===== src/rtl/decode_pkg.sv =====
// Shared definitions for the decode stage: opcodes, ALU and writeback-select
// codes, the decoded bundle carried through the pipeline register, and a
// small helper that turns a load/store size into a byte mask.
package decode_pkg;

    // Base opcodes understood by the decoder
    localparam logic [6:0] OPC_LUI    = 7'b0110111;
    localparam logic [6:0] OPC_AUIPC  = 7'b0010111;
    localparam logic [6:0] OPC_JAL    = 7'b1101111;
    localparam logic [6:0] OPC_JALR   = 7'b1100111;
    localparam logic [6:0] OPC_BRANCH = 7'b1100011;
    localparam logic [6:0] OPC_LOAD   = 7'b0000011;
    localparam logic [6:0] OPC_STORE  = 7'b0100011;
    localparam logic [6:0] OPC_OPIMM  = 7'b0010011;
    localparam logic [6:0] OPC_OP     = 7'b0110011;

    // funct7 values that select alternate / multiply-divide behaviour
    localparam logic [6:0] F7_BASE = 7'b0000000;
    localparam logic [6:0] F7_ALT  = 7'b0100000;
    localparam logic [6:0] F7_MD   = 7'b0000001;

    // ALU control codes; bit 3 is the SUB/SRA alternate, bits 2:0 mirror funct3
    localparam logic [3:0] ALU_ADD  = 4'b0000;
    localparam logic [3:0] ALU_SUB  = 4'b1000;
    localparam logic [3:0] ALU_SLL  = 4'b0001;
    localparam logic [3:0] ALU_SLT  = 4'b0010;
    localparam logic [3:0] ALU_SLTU = 4'b0011;
    localparam logic [3:0] ALU_XOR  = 4'b0100;
    localparam logic [3:0] ALU_SRL  = 4'b0101;
    localparam logic [3:0] ALU_SRA  = 4'b1101;
    localparam logic [3:0] ALU_OR   = 4'b0110;
    localparam logic [3:0] ALU_AND  = 4'b0111;

    // Writeback source select
    typedef enum logic [2:0] {
        M2R_ALU   = 3'b000,
        M2R_LOAD  = 3'b001,
        M2R_PC4   = 3'b010,
        M2R_IMM   = 3'b011,
        M2R_PCIMM = 3'b100
    } m2r_e;

    // Everything execute needs to know about one instruction
    typedef struct packed {
        logic [4:0]  rs1;
        logic [4:0]  rs2;
        logic [4:0]  rd;
        logic [31:0] imm;
        logic [3:0]  alu_ctr;
        logic        alu_b_ctr;
        logic [3:0]  bxx;
        logic        jal;
        logic        jalr;
        logic        reg_we;
        logic        mem_we;
        m2r_e        mem2reg;
        logic [2:0]  data_mem_opr;
        logic [3:0]  data_mem_opw;
        logic        md_en;
        logic [2:0]  md_op;
        logic        illegal;
    } decode_bundle_t;

    // Byte-lane mask for a memory access of size funct3[1:0]
    function automatic logic [3:0] mem_mask(input logic [1:0] size);
        logic [3:0] mask;
        mask = 4'b0000;
        case (size)
            2'b00:   mask = 4'b0001;
            2'b01:   mask = 4'b0011;
            2'b10:   mask = 4'b1111;
            default: mask = 4'b0000;
        endcase
        return mask;
    endfunction

endpackage


===== src/rtl/decode_if.sv =====
// Fetch-side and execute-side handshake plus the decoded bundle fields.
// The stage itself uses the slave view; the surrounding pipeline (or a bench)
// uses the master view.
interface decode_if;
    logic        in_valid;
    logic        in_ready;
    logic [31:0] in_instr;
    logic [31:0] in_pc;

    logic        out_valid;
    logic        out_ready;
    logic [31:0] out_pc;
    logic [4:0]  rs1;
    logic [4:0]  rs2;
    logic [4:0]  rd;
    logic [31:0] imm;
    logic [3:0]  alu_ctr;
    logic        alu_b_ctr;
    logic [3:0]  bxx;
    logic        jal;
    logic        jalr;
    logic        reg_we;
    logic        mem_we;
    logic [2:0]  mem2reg;
    logic [2:0]  data_mem_opr;
    logic [3:0]  data_mem_opw;
    logic        md_en;
    logic [2:0]  md_op;
    logic        illegal;

    modport slave (
        input  in_valid, in_instr, in_pc, out_ready,
        output in_ready, out_valid, out_pc, rs1, rs2, rd, imm, alu_ctr,
               alu_b_ctr, bxx, jal, jalr, reg_we, mem_we, mem2reg,
               data_mem_opr, data_mem_opw, md_en, md_op, illegal
    );

    modport master (
        output in_valid, in_instr, in_pc, out_ready,
        input  in_ready, out_valid, out_pc, rs1, rs2, rd, imm, alu_ctr,
               alu_b_ctr, bxx, jal, jalr, reg_we, mem_we, mem2reg,
               data_mem_opr, data_mem_opw, md_en, md_op, illegal
    );
endinterface


===== src/rtl/decode_core.sv =====
// Purely combinational RV32I(+M) decoder: instruction word in, decoded
// bundle out, plus which source registers the format actually reads (used
// by the stage for load-use detection).
module decode_core
    import decode_pkg::*;
#(
    parameter bit EN_M = 1'b1
) (
    input  logic [31:0]    i_instr,
    output decode_bundle_t o_bundle,
    output logic           o_use_rs1,
    output logic           o_use_rs2
);

    logic [6:0]  w_opcode;
    logic [2:0]  w_f3;
    logic [6:0]  w_f7;
    logic [31:0] w_imm_i;
    logic [31:0] w_imm_s;
    logic [31:0] w_imm_b;
    logic [31:0] w_imm_u;
    logic [31:0] w_imm_j;
    logic        w_legal;
    logic        w_writes_rd;

    assign w_opcode = i_instr[6:0];
    assign w_f3     = i_instr[14:12];
    assign w_f7     = i_instr[31:25];

    assign w_imm_i = {{20{i_instr[31]}}, i_instr[31:20]};
    assign w_imm_s = {{20{i_instr[31]}}, i_instr[31:25], i_instr[11:7]};
    assign w_imm_b = {{19{i_instr[31]}}, i_instr[31], i_instr[7], i_instr[30:25], i_instr[11:8], 1'b0};
    assign w_imm_u = {i_instr[31:12], 12'b0};
    assign w_imm_j = {{11{i_instr[31]}}, i_instr[31], i_instr[19:12], i_instr[20], i_instr[30:21], 1'b0};

    // Decode by opcode, then suppress every side effect of an illegal encoding
    always_comb begin
        o_bundle     = '0;
        o_use_rs1    = 1'b0;
        o_use_rs2    = 1'b0;
        w_legal      = 1'b0;
        w_writes_rd  = 1'b0;
        o_bundle.rs1 = i_instr[19:15];
        o_bundle.rs2 = i_instr[24:20];
        o_bundle.rd  = i_instr[11:7];
        o_bundle.bxx = {1'b0, w_f3};

        case (w_opcode)
            OPC_LUI: begin
                w_legal            = 1'b1;
                w_writes_rd        = 1'b1;
                o_bundle.imm       = w_imm_u;
                o_bundle.alu_b_ctr = 1'b1;
                o_bundle.mem2reg   = M2R_IMM;
            end
            OPC_AUIPC: begin
                w_legal            = 1'b1;
                w_writes_rd        = 1'b1;
                o_bundle.imm       = w_imm_u;
                o_bundle.alu_b_ctr = 1'b1;
                o_bundle.mem2reg   = M2R_PCIMM;
            end
            OPC_JAL: begin
                w_legal            = 1'b1;
                w_writes_rd        = 1'b1;
                o_bundle.imm       = w_imm_j;
                o_bundle.alu_b_ctr = 1'b1;
                o_bundle.jal       = 1'b1;
                o_bundle.mem2reg   = M2R_PC4;
            end
            OPC_JALR: begin
                w_legal            = (w_f3 == 3'b000);
                w_writes_rd        = 1'b1;
                o_use_rs1          = 1'b1;
                o_bundle.imm       = w_imm_i;
                o_bundle.alu_b_ctr = 1'b1;
                o_bundle.jalr      = 1'b1;
                o_bundle.mem2reg   = M2R_PC4;
            end
            OPC_BRANCH: begin
                w_legal         = (w_f3[2:1] != 2'b01);
                o_use_rs1       = 1'b1;
                o_use_rs2       = 1'b1;
                o_bundle.imm    = w_imm_b;
                o_bundle.bxx[3] = 1'b1;
                // Equality compares by subtraction, ordering by set-less-than
                case (w_f3[2:1])
                    2'b10:   o_bundle.alu_ctr = ALU_SLT;
                    2'b11:   o_bundle.alu_ctr = ALU_SLTU;
                    default: o_bundle.alu_ctr = ALU_SUB;
                endcase
            end
            OPC_LOAD: begin
                w_legal               = w_f3 inside {3'b000, 3'b001, 3'b010, 3'b100, 3'b101};
                w_writes_rd           = 1'b1;
                o_use_rs1             = 1'b1;
                o_bundle.imm          = w_imm_i;
                o_bundle.alu_b_ctr    = 1'b1;
                o_bundle.mem2reg      = M2R_LOAD;
                o_bundle.data_mem_opr = w_f3;
                o_bundle.data_mem_opw = mem_mask(w_f3[1:0]);
            end
            OPC_STORE: begin
                w_legal               = w_f3 inside {3'b000, 3'b001, 3'b010};
                o_use_rs1             = 1'b1;
                o_use_rs2             = 1'b1;
                o_bundle.imm          = w_imm_s;
                o_bundle.alu_b_ctr    = 1'b1;
                o_bundle.mem_we       = 1'b1;
                o_bundle.data_mem_opr = w_f3;
                o_bundle.data_mem_opw = mem_mask(w_f3[1:0]);
            end
            OPC_OPIMM: begin
                w_writes_rd        = 1'b1;
                o_use_rs1          = 1'b1;
                o_bundle.imm       = w_imm_i;
                o_bundle.alu_b_ctr = 1'b1;
                // Shift-immediates carry funct7 in the upper immediate bits
                if (w_f3 == 3'b001) begin
                    w_legal = (w_f7 == F7_BASE);
                end else if (w_f3 == 3'b101) begin
                    w_legal = (w_f7 == F7_BASE) || (w_f7 == F7_ALT);
                end else begin
                    w_legal = 1'b1;
                end
                o_bundle.alu_ctr = {(w_f3 == 3'b101) && i_instr[30], w_f3};
            end
            OPC_OP: begin
                w_writes_rd = 1'b1;
                o_use_rs1   = 1'b1;
                o_use_rs2   = 1'b1;
                if (w_f7 == F7_MD) begin
                    w_legal        = EN_M;
                    o_bundle.md_en = EN_M;
                    o_bundle.md_op = w_f3;
                end else if (w_f7 == F7_BASE) begin
                    w_legal          = 1'b1;
                    o_bundle.alu_ctr = {1'b0, w_f3};
                end else if (w_f7 == F7_ALT) begin
                    w_legal          = (w_f3 == 3'b000) || (w_f3 == 3'b101);
                    o_bundle.alu_ctr = w_legal ? {1'b1, w_f3} : ALU_ADD;
                end else begin
                    w_legal = 1'b0;
                end
            end
            default: begin
                w_legal = 1'b0;
            end
        endcase

        o_bundle.illegal = !w_legal;
        o_bundle.reg_we  = w_legal && w_writes_rd && (i_instr[11:7] != 5'd0);
        if (!w_legal) begin
            o_bundle.mem_we  = 1'b0;
            o_bundle.jal     = 1'b0;
            o_bundle.jalr    = 1'b0;
            o_bundle.md_en   = 1'b0;
            o_bundle.md_op   = 3'b000;
            o_bundle.bxx[3]  = 1'b0;
            o_bundle.mem2reg = M2R_ALU;
        end
    end

endmodule


===== src/rtl/decode_stage.sv =====
// Registered decode stage between fetch and execute. Decodes the incoming
// instruction combinationally, holds the result in a valid/ready pipeline
// register, inserts a single bubble on a load-use dependency and counts
// those bubbles in a saturating counter.
module decode_stage
    import decode_pkg::*;
#(
    parameter bit EN_M     = 1'b1,
    parameter bit LOAD_USE = 1'b1,
    parameter int PERF_W   = 16
) (
    input  logic              clk,
    input  logic              rst,
    input  logic              flush,
    decode_if.slave           bus,
    output logic [PERF_W-1:0] stall_cnt
);

    localparam logic [PERF_W-1:0] CNT_ONE = PERF_W'(1);

    decode_bundle_t    w_dec;
    logic              w_use_rs1;
    logic              w_use_rs2;
    logic              w_held_load;
    logic              w_hazard;
    logic              w_can_load;

    decode_bundle_t    r_bundle;
    logic              r_valid;
    logic [31:0]       r_pc;
    logic [PERF_W-1:0] r_stall_cnt;

    decode_core #(
        .EN_M (EN_M)
    ) u_core (
        .i_instr   (bus.in_instr),
        .o_bundle  (w_dec),
        .o_use_rs1 (w_use_rs1),
        .o_use_rs2 (w_use_rs2)
    );

    // A held load only matters if it really writes a non-zero register
    assign w_held_load = r_valid && (r_bundle.mem2reg == M2R_LOAD) && r_bundle.reg_we
                         && (r_bundle.rd != 5'd0);

    assign w_hazard = LOAD_USE && w_held_load && bus.in_valid &&
                      (((w_dec.rs1 == r_bundle.rd) && w_use_rs1) ||
                       ((w_dec.rs2 == r_bundle.rd) && w_use_rs2));

    assign w_can_load   = !r_valid || bus.out_ready;
    assign bus.in_ready = !flush && !w_hazard && w_can_load;

    // Pipeline register: flush kills, hazard drains to a bubble, otherwise
    // load whenever the slot is empty or being consumed
    always_ff @(posedge clk or posedge rst) begin
        if (rst) begin
            r_valid     <= 1'b0;
            r_bundle    <= '0;
            r_pc        <= '0;
            r_stall_cnt <= '0;
        end else if (flush) begin
            r_valid  <= 1'b0;
            r_bundle <= '0;
        end else if (w_hazard && bus.out_ready) begin
            r_valid  <= 1'b0;
            r_bundle <= '0;
            if (r_stall_cnt != {PERF_W{1'b1}}) begin
                r_stall_cnt <= r_stall_cnt + CNT_ONE;
            end
        end else if (w_can_load) begin
            r_valid  <= bus.in_valid;
            r_bundle <= bus.in_valid ? w_dec : '0;
            r_pc     <= bus.in_pc;
        end
    end

    assign stall_cnt        = r_stall_cnt;
    assign bus.out_valid    = r_valid;
    assign bus.out_pc       = r_pc;
    assign bus.rs1          = r_bundle.rs1;
    assign bus.rs2          = r_bundle.rs2;
    assign bus.rd           = r_bundle.rd;
    assign bus.imm          = r_bundle.imm;
    assign bus.alu_ctr      = r_bundle.alu_ctr;
    assign bus.alu_b_ctr    = r_bundle.alu_b_ctr;
    assign bus.bxx          = r_bundle.bxx;
    assign bus.jal          = r_bundle.jal;
    assign bus.jalr         = r_bundle.jalr;
    assign bus.reg_we       = r_bundle.reg_we;
    assign bus.mem_we       = r_bundle.mem_we;
    assign bus.mem2reg      = r_bundle.mem2reg;
    assign bus.data_mem_opr = r_bundle.data_mem_opr;
    assign bus.data_mem_opw = r_bundle.data_mem_opw;
    assign bus.md_en        = r_bundle.md_en;
    assign bus.md_op        = r_bundle.md_op;
    assign bus.illegal      = r_bundle.illegal;

endmodule


===== src/flat_wrapper.sv =====
// flat-port wrapper written by rule: the top's interface ports become plain ports
module decode_stage_flat import decode_pkg::*;
#(
    parameter bit EN_M     = 1'b1,
    parameter bit LOAD_USE = 1'b1,
    parameter int PERF_W   = 16
)
  (clk, rst, flush, stall_cnt, bus_in_valid, bus_in_instr, bus_in_pc, bus_out_ready, bus_in_ready, bus_out_valid, bus_out_pc, bus_rs1, bus_rs2, bus_rd, bus_imm, bus_alu_ctr, bus_alu_b_ctr, bus_bxx, bus_jal, bus_jalr, bus_reg_we, bus_mem_we, bus_mem2reg, bus_data_mem_opr, bus_data_mem_opw, bus_md_en, bus_md_op, bus_illegal);
  decode_if bus_i ();
  input  logic clk;
  input  logic rst;
  input  logic flush;
  output logic [PERF_W-1:0] stall_cnt;
  input wire logic [$bits(bus_i.in_valid)-1:0] bus_in_valid;
  input wire logic [$bits(bus_i.in_instr)-1:0] bus_in_instr;
  input wire logic [$bits(bus_i.in_pc)-1:0] bus_in_pc;
  input wire logic [$bits(bus_i.out_ready)-1:0] bus_out_ready;
  output wire logic [$bits(bus_i.in_ready)-1:0] bus_in_ready;
  output wire logic [$bits(bus_i.out_valid)-1:0] bus_out_valid;
  output wire logic [$bits(bus_i.out_pc)-1:0] bus_out_pc;
  output wire logic [$bits(bus_i.rs1)-1:0] bus_rs1;
  output wire logic [$bits(bus_i.rs2)-1:0] bus_rs2;
  output wire logic [$bits(bus_i.rd)-1:0] bus_rd;
  output wire logic [$bits(bus_i.imm)-1:0] bus_imm;
  output wire logic [$bits(bus_i.alu_ctr)-1:0] bus_alu_ctr;
  output wire logic [$bits(bus_i.alu_b_ctr)-1:0] bus_alu_b_ctr;
  output wire logic [$bits(bus_i.bxx)-1:0] bus_bxx;
  output wire logic [$bits(bus_i.jal)-1:0] bus_jal;
  output wire logic [$bits(bus_i.jalr)-1:0] bus_jalr;
  output wire logic [$bits(bus_i.reg_we)-1:0] bus_reg_we;
  output wire logic [$bits(bus_i.mem_we)-1:0] bus_mem_we;
  output wire logic [$bits(bus_i.mem2reg)-1:0] bus_mem2reg;
  output wire logic [$bits(bus_i.data_mem_opr)-1:0] bus_data_mem_opr;
  output wire logic [$bits(bus_i.data_mem_opw)-1:0] bus_data_mem_opw;
  output wire logic [$bits(bus_i.md_en)-1:0] bus_md_en;
  output wire logic [$bits(bus_i.md_op)-1:0] bus_md_op;
  output wire logic [$bits(bus_i.illegal)-1:0] bus_illegal;
  assign bus_i.in_valid = bus_in_valid;
  assign bus_i.in_instr = bus_in_instr;
  assign bus_i.in_pc = bus_in_pc;
  assign bus_i.out_ready = bus_out_ready;
  assign bus_in_ready = bus_i.in_ready;
  assign bus_out_valid = bus_i.out_valid;
  assign bus_out_pc = bus_i.out_pc;
  assign bus_rs1 = bus_i.rs1;
  assign bus_rs2 = bus_i.rs2;
  assign bus_rd = bus_i.rd;
  assign bus_imm = bus_i.imm;
  assign bus_alu_ctr = bus_i.alu_ctr;
  assign bus_alu_b_ctr = bus_i.alu_b_ctr;
  assign bus_bxx = bus_i.bxx;
  assign bus_jal = bus_i.jal;
  assign bus_jalr = bus_i.jalr;
  assign bus_reg_we = bus_i.reg_we;
  assign bus_mem_we = bus_i.mem_we;
  assign bus_mem2reg = bus_i.mem2reg;
  assign bus_data_mem_opr = bus_i.data_mem_opr;
  assign bus_data_mem_opw = bus_i.data_mem_opw;
  assign bus_md_en = bus_i.md_en;
  assign bus_md_op = bus_i.md_op;
  assign bus_illegal = bus_i.illegal;
  decode_stage #(.EN_M(EN_M), .LOAD_USE(LOAD_USE), .PERF_W(PERF_W)) u_core (.clk(clk), .rst(rst), .flush(flush), .bus(bus_i), .stall_cnt(stall_cnt));
endmodule

===== config.mk =====
export PLATFORM = sky130hd
export DESIGN_NAME = decode_stage_flat
export DESIGN_NICKNAME = d
export VERILOG_FILES = /design/src/rtl/decode_pkg.sv /design/src/rtl/decode_if.sv /design/src/rtl/decode_core.sv /design/src/rtl/decode_stage.sv /design/src/flat_wrapper.sv
export SDC_FILE = /design/constraint.sdc
export NUM_CORES = 1
export LEC_CHECK = 0
export BUFFER_PORTS_ARGS = -buffer_cell sky130_fd_sc_hd__clkbuf_2
export CORE_ASPECT_RATIO = 1.5
export CORE_MARGIN = 3
export CORE_UTILIZATION = 55
export CTS_BUF_LIST = sky130_fd_sc_hd__clkbuf_16
export CTS_CLUSTER_SIZE = 25
export DETAILED_ROUTE_END_ITERATION = 6
export PLACE_DENSITY = 0.86
export REMOVE_ABC_BUFFERS = 1
export SLEW_MARGIN = 40
export SYNTH_ARGS = -nofsm -noshare
export SYNTH_HDL_FRONTEND = slang
export SYNTH_SLANG_ARGS = --single-unit

===== constraint.sdc =====
create_clock -name clk -period 7.2 [get_ports clk]
set_input_delay 0 -clock clk [delete_from_list [all_inputs] [get_ports clk]]
set_output_delay 0 -clock clk [all_outputs]
set_load 0.03 [all_outputs]

==> impl_metrics.py <==
metrics = {
    "sta": {
        "fin_hold_ws_ns": 0.0162,
        "min_period_ns": 2.70,
        "setup_tns_ns": 0,
        "relSlewSlack_pct": 45.7,
        "period_share_pct": 37.5,
        "fin_skew_ns": 0.00941,
        "report.final.slew_viol_count": 0,
        "fin_ws_ns": 4.50,
        "finalSetupViolations": 0,
        "fmax_ghz": 0.370,
        "grt_setup_unrepaired": "false",
        "hold_viol_final": 0,
        "worst_pin_slew_ns": 0.808,
    },
    "worst_setup_path": {
        "critPathMaxFanout": 35,
        "crit_type": "flop to output port",
        "arrival_ns": 2.70,
        "worstRegToRegCells": 7,
        "regToRegSetupSlack_ns": 4.70,
        "worstPathRequired_ns": 7.20,
        "r2r-end": "u_core.bus.out_pc[30]",
        "critPathCaptureType": "output port",
        "cp-start-kind": "flop",
        "rr_startpoint": "u_core.bus.rd[1]",
    },
    "synth": {
        "synth_cells": 506,
        "ys_seq_area_share_pct": 53.4,
        "synth.area.top_cells": "dfrtp_1, mux2_4, a22o_1",
        "synth_top_area_cell": "dfrtp_1",
        "synth_ff_type": "dfrtp_1",
        "synth_warnings": 0,
        "yosys.area.top_type_share_pct": 53.4,
        "syn_avg_cell_area_um2": 11.4,
        "muxShareOfSynthArea_pct": 8.21,
        "synth_edf_count": 0,
        "synth_common_cells": "dfrtp_1, nand2_1, o21ai_0",
        "yosys.area_share.xor_xnor_pct": 3.80,
        "synth_top_family_by_area": "compound AO/OA/AOI/OAI gates",
        "synth_adder_area_share_pct": 1.09,
        "synth_compound_gate_area_share_pct": 15.9,
        "synth_cell_types": 61,
        "synth_seq_cells": 123,
        "yosysMostFrequentCell": "dfrtp_1",
        "yosys.area_share.simple_pct": 13.4,
        "async_flop_share_pct": 100,
        "syn_area_um2": 5760,
    },
    "global_route": {
        "overflow": 0,
        "antenna_found_initial": 0,
        "grt_max_degree": 66,
        "grt_pass1_wl_um": 27800,
        "grt_pass1_vias": 5339,
        "grt_usage_pct": 30.9,
    },
    "finish": {
        "fin_area_um2": 7910,
        "register_area_um2": 3080,
        "multi_input_area_um2": 2450,
        "fill_cells": 615,
        "layout-drive-gt1-share_pct": 36.1,
        "area_growth_pct": 37.3,
        "final_util_pct": 77.6,
        "fin_nets": 825,
        "antenna_cells": 0,
        "instances_no_fill": 903,
    },
    "cts": {
        "clk_path_buf_depth": 2,
        "numCtsBuffers": 17,
        "cts.clk_slew.worst_paths_ns": 0.05,
        "clk_latency_ns": 0.42,
        "cts_tree": "done",
        "cts_root_buffer": "clkbuf_16",
        "cts_max_level": 4,
        "clkSinkCount": 123,
    },
    "place": {
        "io_buffers": 193,
        "dp_cells": 813,
        "dpl_cell_area_um2": 6760,
        "dp_hpwl_um": 11700,
        "finalWeightedCongestion": 0.971,
        "post-place-ws_ns": 4.75,
    },
    "floorplan": {
        "rows": 45,
        "die_w_um": 89.6,
        "die_area_um2": 11800,
        "initial_core_util_pct": 56.5,
        "io_pins": 194,
        "core_um2": 10200,
        "chipHeight_um": 131,
    },
    "worst_hold_path": {
        "min_from": "bus_in_instr[14]",
        "whs_path_depth": 2,
        "hold_path_end": "u_core.bus.data_mem_opr[2]",
        "hold_class": "input pin to flop",
    },
    "detailed_routing": {
        "first_pass_iters": 5,
        "wl_per_cell_um": 20.0,
        "viasPerCell": 5.77,
        "vias": 5210,
        "ant_nets": 0,
        "route.detailed.drc": 0,
        "drt_iter0_drc": 391,
        "wl_um": 18100,
    },
    "power": {
        "powerDensity_nw_per_um2": 228,
        "p_leak_nw": 3.92,
        "ir_drop_uv": 197,
        "power.total_mw": 1.81,
    },
    "outcome": {
        "status": "finished clean",
    },
    "run": {
        "maxCapViolCount": 0,
    },
}
routing by layer:
metal	part of all wire (%)	vias to the layer above	wire [um]	GRT usage, %
li1	-	2319	-	-
met2	52	332	9470	53.5
met4	4.1	0	746	15.5
met5	0	-	0	0
met1	35	2493	6360	34.4
met3	8.4	66	1530	6.71
kinds of logic (layout without fill, tap and decap cells):
group | count (synthesis) | count (layout)
and+or+nand+nor | 140 | 140
AOI/OAI and AO/OA | 133 | 133
DFF | 123 | 123
buffers and inverters | 47 | 303
muxes | 33 | 33
xor gates and xnor gates | 25 | 25
adders and majority gates | 5 | 5
final cells by class:
class	count	area share, %
Tap cell	141	2.23
Inverter	17	0.902
Multi-Input combinational cell	336	31.0
Timing Repair Buffer	256	20.1
Clock buffer	17	5.38
Sequential cell	123	38.9
Clock inverter	13	1.44
state kept, by name (all words and copies together) (netlist names), 4 cells and up:
name                flops
u_core.bus.rd           5
u_core.bus.imm         32
u_core.stall_cnt       16
u_core.bus.rs1          5
u_core.bus.bxx          4
u_core.bus.out_pc      32
u_core.bus.alu_ctr      4
u_core.bus.rs2          5
worst max-delay path: stages, from the launching register on:
cell      delay (ns)
dfrtp_1         0.44
nor4_1          0.30
a211oi_1        0.14
nor2b_1         0.18
a21boi_4        0.19
or3_4           0.39
inv_6           0.34
clkbuf_2        0.29
what timing repair did:
action | CTS | global route
buffers inserted | 0 | 0
resized for setup | 0 | 0
hold buffers | 60 | 0
endpoints found under the hold margin | 138 | 0
power by group:
| part | leakage [nW] | internal, mW | total, mW | switching, mW |
|---|---|---|---|---|
| Sequential | 1.62 | 0.722 | 0.744 | 0.0220 |
| Combinational | 2.03 | 0.105 | 0.268 | 0.163 |
| Clock | 0.273 | 0.495 | 0.794 | 0.300 |
worst max path at each step:
stage	startpoint	end	cells past startpoint
final	u_core.bus.rd[1]	bus_in_ready	7
after global placement	u_core.bus.rd[1]	u_core.bus.out_pc[31]	7
after global routing	u_core.bus.rd[1]	bus_in_ready	7
after CTS	u_core.bus.rd[1]	bus_in_ready	7
after detailed placement	u_core.bus.rd[1]	u_core.bus.out_pc[30]	7
after floorplan	rst	u_core.bus.alu_b_ctr	1
placed cells by master (no fill, tap or decap), drive strengths merged, types with 11 or more instances in the layout:
cell / synthesis / final
dlygate4sd3: 0 / 60
clkbuf: 19 / 210
nand2: 51 / 51
inv: 17 / 20
nor2: 17 / 17
o21ai: 43 / 43
dfrtp: 123 / 123
nand3: 11 / 11
nor3: 16 / 16
xor2: 17 / 17
mux2: 33 / 33
a22o: 27 / 27
a21oi: 26 / 26
Power figures use the tool's default switching activity.
